**src/rtl/ibuf_fetch_ctl.sv**
```systemverilog
// Instruction-buffer fetch controller: tracks the byte pointers and the valid count
// of a circular instruction buffer and issues one-at-a-time fetches to the I-cache.
module ibuf_fetch_ctl #(
  parameter  int IBUF_BYTES  = 16,
  parameter  int FETCH_BYTES = 4,
  localparam int PTR_W       = $clog2(IBUF_BYTES),
  localparam int CNT_W       = PTR_W + 1
) (
  input  logic             clk,
  input  logic             reset,
  input  logic [7:0]       iu_shift_onehot,
  input  logic             iu_flush,
  input  logic             icu_ack,
  output logic             icu_req,
  output logic             ibuf_wr_en,
  output logic [PTR_W-1:0] ibuf_wr_ptr,
  output logic [PTR_W-1:0] ibuf_rd_ptr,
  output logic [CNT_W-1:0] ibuf_valid_cnt,
  output logic             shift_err
);

  typedef enum logic [1:0] {
    S_IDLE    = 2'd0,
    S_REQ     = 2'd1,
    S_DISCARD = 2'd2
  } state_e;

  state_e           state_q, state_d;
  logic [PTR_W-1:0] wr_ptr_q, wr_ptr_d;
  logic [PTR_W-1:0] rd_ptr_q, rd_ptr_d;
  logic [CNT_W-1:0] valid_cnt_q, valid_cnt_d;
  logic             shift_err_q, shift_err_d;

  logic [2:0]       shift_k;
  logic             shift_legal;
  logic [CNT_W-1:0] shift_amt;
  logic [CNT_W-1:0] free_cur;
  logic [CNT_W-1:0] free_nxt;

  // NOTE: every signal assigned in an always_comb gets a default first, so no path
  // through the block can leave it unassigned and infer a latch.
  always_comb begin
    shift_k = '0;
    for (int i = 1; i < 8; i++) begin
      if (iu_shift_onehot[i]) shift_k = 3'(i);
    end
    shift_legal = ($countones(iu_shift_onehot) == 1) && (CNT_W'(shift_k) <= valid_cnt_q);
    shift_amt   = shift_legal ? CNT_W'(shift_k) : '0;
  end

  // Reset also masks the write strobe so an ack racing a reset never reaches the buffer.
  assign ibuf_wr_en = (state_q == S_REQ) && icu_ack && !iu_flush && !reset;

  always_comb begin
    state_d     = state_q;
    wr_ptr_d    = wr_ptr_q;
    rd_ptr_d    = rd_ptr_q;
    valid_cnt_d = valid_cnt_q;
    shift_err_d = !iu_flush && !shift_legal;

    if (iu_flush) begin
      wr_ptr_d    = '0;
      rd_ptr_d    = '0;
      valid_cnt_d = '0;
    end else begin
      rd_ptr_d    = rd_ptr_q + PTR_W'(shift_amt);
      valid_cnt_d = valid_cnt_q - shift_amt;
      if (ibuf_wr_en) begin
        wr_ptr_d    = wr_ptr_q + PTR_W'(FETCH_BYTES);
        valid_cnt_d = valid_cnt_d + CNT_W'(FETCH_BYTES);
      end
    end

    free_cur = CNT_W'(IBUF_BYTES) - valid_cnt_q;
    free_nxt = CNT_W'(IBUF_BYTES) - valid_cnt_d;

    case (state_q)
      S_IDLE: begin
        if (!iu_flush && (free_cur >= CNT_W'(FETCH_BYTES))) state_d = S_REQ;
      end
      S_REQ: begin
        if (iu_flush) begin
          state_d = icu_ack ? S_IDLE : S_DISCARD;
        end else if (icu_ack) begin
          state_d = (free_nxt >= CNT_W'(FETCH_BYTES)) ? S_REQ : S_IDLE;
        end
      end
      S_DISCARD: begin
        // The stale ack retires the only outstanding fetch, so it always ends the wait.
        if (icu_ack) state_d = S_IDLE;
      end
      default: state_d = S_IDLE;
    endcase
  end

  // NOTE: sequential state uses non-blocking assignments so every flop samples the
  // pre-edge values regardless of statement order.
  always_ff @(posedge clk) begin
    if (reset) begin
      state_q     <= S_IDLE;
      wr_ptr_q    <= '0;
      rd_ptr_q    <= '0;
      valid_cnt_q <= '0;
      shift_err_q <= 1'b0;
    end else begin
      state_q     <= state_d;
      wr_ptr_q    <= wr_ptr_d;
      rd_ptr_q    <= rd_ptr_d;
      valid_cnt_q <= valid_cnt_d;
      shift_err_q <= shift_err_d;
    end
  end

  assign icu_req        = (state_q == S_REQ);
  assign ibuf_wr_ptr    = wr_ptr_q;
  assign ibuf_rd_ptr    = rd_ptr_q;
  assign ibuf_valid_cnt = valid_cnt_q;
  assign shift_err      = shift_err_q;

endmodule
```
**config.mk**
```make
export PLATFORM = sky130hd
export DESIGN_NAME = ibuf_fetch_ctl
export DESIGN_NICKNAME = d
export VERILOG_FILES = /design/src/rtl/ibuf_fetch_ctl.sv
export SDC_FILE = /design/constraint.sdc
export NUM_CORES = 1
export LEC_CHECK = 0
export CORE_ASPECT_RATIO = 1.4
export CORE_MARGIN = 4
export CORE_UTILIZATION = 52
export CTS_CLUSTER_SIZE = 8
export DETAILED_ROUTE_END_ITERATION = 8
export PLACE_DENSITY = 0.84
export SLEW_MARGIN = 40
export SYNTH_ARGS = -nofsm -noshare
export SYNTH_HDL_FRONTEND = slang
export SYNTH_SLANG_ARGS = --single-unit
export TNS_END_PERCENT = 100
```
**constraint.sdc**
```tcl
create_clock -name clk -period 11.2 [get_ports clk]
set_input_delay 2.24 -clock clk [delete_from_list [all_inputs] [get_ports clk]]
set_output_delay 2.24 -clock clk [all_outputs]
set_load 0.03 [all_outputs]
```
Word-level counts from Yosys, hierarchy flattened
Index checks and enable logic that the tools add are counted.
Widths: inputs -> output; s select.

operators by class
  $add $sub $neg = 13
  $mul = 0
  div/mod/pow operators = 0
  magnitude comparators = 3
  eq/ne operators = 6
  shifts and indexed selects = 0
  muxes and demuxes = 17
  bitwise operators = 0
  reductions and logical operators = 12

operators by type and width
  operator             number
  $mux 3               7
  $ge 5x3->1 const B   2
  $mux 2               5
  $mux 5               2
  $sub 5x5->5 const A  2
  $add 1x1->2          4
  $add 2x2->3          2
  $logic_and 1x1->1    6
  $pmux 2 s3           1
  $add 5x3->5 const B  1
  $le 3x5->1           1
  $sub 5x3->5          1
  $add 3x3->4          1
  $add 4x3->4          1
  $add 4x3->4 const B  1
  $eq 4x1->1 const B   1
  $ne 2x2->1 const B   2
  $logic_not 1->1      3
  $ne 3x3->1 const B   1
  $reduce_and 3->1     1
  $eq 2x1->1 const B   1
  $eq 2x2->1 const B   1
  $logic_not 2->1      1
  $mux 1               2
  $reduce_or 2->1      1

word-level totals
  register bits after elaboration = 16
  latch bits = 0
  bits in writable memories = 0
  bits in read-only memories = 0
  input port bits = 12
  memories kept = 0

Depth between registers and ports, before layout
  depth in word-level cells = 20
  depth in mapped cells = 23
  gate-level depth less buffers = 23

Worst setup path after synthesis
Ideal clock, no wire load.

  path kind = input port to flip-flop
  start point = input port iu_shift_onehot[0]
  end point = register state_q[0]
  setup time = 0.134 ns
  arrival time = 6.635 ns
  path slack = 4.431 ns
  stages = 23
  path through = inv_1 -> fa_1 -> fa_1 -> fa_1 -> inv_1 -> ha_1 -> inv_1 -> fa_1 -> inv_1 -> nand3_1 -> o21ai_0 -> and4_1 -> nor2b_1 -> ha_1 -> inv_1 -> fa_1 -> xor2_1 -> ha_1 -> inv_1 -> a21oi_1 -> o21ai_0 -> nor4b_2 -> a211oi_1

on the way
  cells in the longest elaborated chain, start to end = 16

ends and longest elaborated chain
  item                                 line  text
  start: declaration                   11    input logic [7:0] iu_shift_onehot,
  $add 1x1->2 (not written as such) *  47    shift_legal = ($countones(iu_shift_onehot) == 1) && (CNT_W'(shift_k) <= valid_cnt_q);
  $add 2x2->3 (not written as such) *  47
  $add 3x3->4 (not written as such) *  47
  $eq 4x1->1 *                         47
  $logic_and 1x1->1 *                  47
  $mux 3 *                             48    shift_amt = shift_legal ? CNT_W'(shift_k) : '0;
  $sub 5x3->5 *                        67    valid_cnt_d = valid_cnt_q - shift_amt;
  $add 5x3->5                          70    valid_cnt_d = valid_cnt_d + CNT_W'(FETCH_BYTES);
  $mux 5 *                             68    if (ibuf_wr_en) begin
  $mux 5 *                             61    if (iu_flush) begin
  $sub 5x5->5 *                        75    free_nxt = CNT_W'(IBUF_BYTES) - valid_cnt_d;
  $ge 5x3->1 *                         85    state_d = (free_nxt >= CNT_W'(FETCH_BYTES)) ? S_REQ : S_IDLE;
  $mux 1 *                             85
  $mux 2 *                             84    end else if (icu_ack) begin
  $mux 2 *                             82    if (iu_flush) begin
  $pmux 2 s3 *                         77    case (state_q)
  end signal: assignment               106   state_q <= state_d;
  end: declaration                     28    state_e state_q, state_d;

Every way passes the cells marked *; elsewhere a longest branch is shown, timed or not. The select of a mux whose other input is x is not followed.
A chain may end at the register's enable or synchronous reset.

Worst setup path after layout
Ends and elaborated chain as after synthesis.

==> results.sh <==
export IMPL_dp_cells=177
export IMPL_netlist_instances=133
export IMPL_cts_hold_buffers=0
export IMPL_ys_ff_latch=14
export IMPL_cts_tree="yes"
export IMPL_worstPathMaxFanout=6
export IMPL_hpwl_mm=1.92
export IMPL_die_y_um=63.3
export IMPL_holdPathStages=2
export IMPL_fin_skew_ns=0.00882
export IMPL_place_port_buffers=25
export IMPL_fin_tns_setup_ns=0
export IMPL_wl_per_cell_um=12.5
export IMPL_die_w_um=47.5
export IMPL_htreeDepth=1
export IMPL_r2r_start="ibuf_valid_cnt[1]"
export IMPL_power_switching_mw=0.0603
export IMPL_hold_start="ibuf_rd_ptr[3]"
export IMPL_antenna_cells=0
export IMPL_rsz0062_at_grt="false"
export IMPL_io_pins=28
export IMPL_holdPathEnd="ibuf_rd_ptr[3]"
export IMPL_antenna_found_initial=0
export IMPL_status="finished clean"
export IMPL_first_pass_iters=2
export IMPL_cts_buffers=3
export IMPL_final_common_cell="clkdlybuf4s50_1"
export IMPL_p_leak_nw=0.627
export IMPL_ir_drop_mv=0.0672
export IMPL_dieArea_um2=3010
export IMPL_finalInstanceArea_um2=1430
export IMPL_finalMaxSlewViolations=0
export IMPL_hold_viol=0
export IMPL_powerDensity_nw_per_um2=115
export IMPL_rrSetupSlack_ns=7.28
export IMPL_placed_area_um2=1400
export IMPL_fmaxAchievable_mhz=137
export IMPL_syn_avg_cell_area_um2=8.54
export IMPL_cts_resized=0
export IMPL_grtUsageTotal_pct=17.8
export IMPL_period_minus_slack_ns=7.28
export IMPL_cp_arrival_ns=7.45
export IMPL_vias_per_cell=5.33
export IMPL_pre_cts_ws_ns=3.60
export IMPL_end_kind="flip-flop"
export IMPL_drt_total_wl_mm=2.26
export IMPL_synth_yosys_seq_area_share_pct=24.7
export IMPL_nFillCells=160
export IMPL_ant_nets=0
export IMPL_grt_max_degree=12
export IMPL_hold_path_class="flip-flop to flip-flop"
export IMPL_fin_cells=181
export IMPL_r2r_cells=17
export IMPL_mostFrequentLayoutCells="25 x clkdlybuf4s50_1, 19 x inv_1, 17 x nor2_1"
export IMPL_syn_cell_area_um2=1140
export IMPL_rows=19
export IMPL_setup_viol=0
export IMPL_fin_crit_sh_pct=65.0
export IMPL_route_detailed_drc=0
export IMPL_nets=192
export IMPL_cts_root_buf="clkbuf_4"
export IMPL_synthToLayoutAreaGrowth_pct=26.2
export IMPL_grt_pass1_vias=966
export IMPL_clkSinkCount=14
export IMPL_clk_path_buf_depth=2
export IMPL_first_iter_violations=8
export IMPL_initial_core_util_pct=56.2
export IMPL_r2r_end="state_q[0]"
export IMPL_worst_setup_path_type="input pin to flip-flop"
export IMPL_core_um2=2020
export IMPL_num_vias=964
export IMPL_worst_slack_ns=3.92
export IMPL_post_cts_buffers=0
export IMPL_switching_share_pct=36.5
export IMPL_combPwrFrac_pct=43.7
export IMPL_grt_ovfl_total=0
export IMPL_grt_pass1_wl_mm=4.00
export IMPL_worstSkewPairLatency_ns=0.29
export IMPL_worstSetupStartpointType="input pin"
export IMPL_drive_gt1_share_pct=5.63
export IMPL_seq_power_share_pct=33.8
export IMPL_clockPowerShare_pct=22.5
export IMPL_clk_pin_slew_ns=0.09
export IMPL_cap_violations=0
export IMPL_globalplace_congestion=0.804
export IMPL_required_ns=11.37
export IMPL_yosys_warnings=0
export IMPL_synth_distinct_cells=35
export IMPL_internal_power_mw=0.105
export IMPL_final_util_pct=71.0
==> how the worst max path moves through the flow <==
stage,start,endpoint,slack (ns),depth (start not counted)
6_report,iu_shift_onehot[0],state_q[0],3.92,24
5_1_grt,iu_shift_onehot[0],state_q[0],3.56,24
4_1_cts,iu_shift_onehot[0],state_q[0],3.89,24
3_5_place_dp,iu_shift_onehot[0],state_q[0],3.60,24
3_3_place_gp,iu_shift_onehot[0],state_q[0],3.72,24
2_1_floorplan,iu_shift_onehot[0],state_q[0],4.43,23
==> through the flow <==
step           total power, mW  hold WS (ns)
5_1_grt                  0.179         0.555
4_1_cts                  0.167         0.539
2_1_floorplan            0.110         0.525
3_3_place_gp             0.126         0.499
6_report                 0.165         0.532
3_5_place_dp             0.129         0.514
==> power groups by stage <==
stage               Combinational [mW]  Clock (mW)  Sequential [mW]
global route                    0.0823      0.0403           0.0564
detailed placement              0.0723           0           0.0571
CTS                             0.0731      0.0376           0.0559
global placement                0.0692           0           0.0569
floorplan                       0.0488           0           0.0608
finish                          0.0721      0.0372           0.0558
==> cell usage after synthesis (all sizes together) <==
| library cell | count | area, um^2 |
|---|---|---|
| fa | 6 | 120 |
| a21o | 1 | 7.51 |
| and2 | 5 | 31.3 |
| nor2 | 18 | 75.1 |
| or2 | 1 | 6.26 |
| ha | 13 | 163 |
| conb | 1 | 3.75 |
| clkbuf | 1 | 3.75 |
| nor4 | 1 | 6.26 |
| o21a | 1 | 7.51 |
| xnor2 | 5 | 51.3 |
| nor3b | 1 | 7.51 |
| o31ai | 1 | 7.51 |
| a311oi | 1 | 8.76 |
| o21ai | 5 | 25.0 |
| buf | 2 | 15.0 |
| nand3 | 3 | 15.0 |
| dfxtp | 14 | 280 |
| inv | 19 | 71.3 |
| xor2 | 5 | 43.8 |
| a31oi | 1 | 6.26 |
| nor3 | 2 | 10.0 |
| o211ai | 1 | 7.51 |
| nand2b | 2 | 12.5 |
| nor2b | 4 | 25.0 |
| a21oi | 7 | 35.0 |
| nand3b | 3 | 22.5 |
| nand2 | 4 | 15.0 |
| o41ai | 1 | 8.76 |
| nor4b | 1 | 15.0 |
| a211oi | 2 | 20.0 |
| and4 | 1 | 8.76 |
==> per-layer routing <==
| metal | GRT usage [%] | wire (um) |
|---|---|---|
| met1 | 21.1 | 892 |
| met2 | 29.4 | 1200 |
| met3 | 1.99 | 108 |
| met4 | 9.34 | 56 |
| met5 | 0 | 0 |
==> state kept, by name, summed over array words and instances (netlist names) <==
name and flops:
ibuf_rd_ptr 4, shift_err 1, ibuf_wr_ptr 2, ibuf_valid_cnt 5
state_q 2
==> cell type report <==
cell class                      instances  area, um^2  area share [%]
Sequential cell                        14         280            19.5
Multi-Input combinational cell         98         769            53.7
Timing Repair Buffer                   25         250            17.5
Inverter                               19        71.3            4.97
Tap cell                               21        26.3            1.83
Clock buffer                            4        36.3            2.53
==> critical path, cell delays in order <==
cell             delay (ns)
clkdlybuf4s50_1        0.45
inv_1                  0.05
fa_1                   0.55
fa_1                   0.42
fa_1                   0.43
inv_1                  0.07
ha_1                   0.15
inv_1                  0.05
fa_1                   0.36
inv_1                  0.07
nand3_1                0.06
o21ai_0                0.07
and4_1                 0.31
nor2b_1                0.20
ha_1                   0.18
inv_1                  0.05
fa_1                   0.41
xor2_1                 0.42
ha_1                   0.32
inv_1                  0.06
a21oi_1                0.05
o21ai_0                0.14
nor4b_2                0.26
a211oi_1               0.06
==> cells by family (layout without fill, tap and decap cells) <==
kind of cell	after synthesis	in the layout	synth area share [%]
and+or+nand+nor	46	46	22.0
buffers and inverters	22	48	7.93
AOI/OAI and AO/OA	21	21	11.8
adders and majority gates	19	19	24.9
DFF	14	14	24.7
xor gates and xnor gates	10	10	8.37
other	1	2	0.330
No activity file was read; power rests on OpenSTA's default activity.
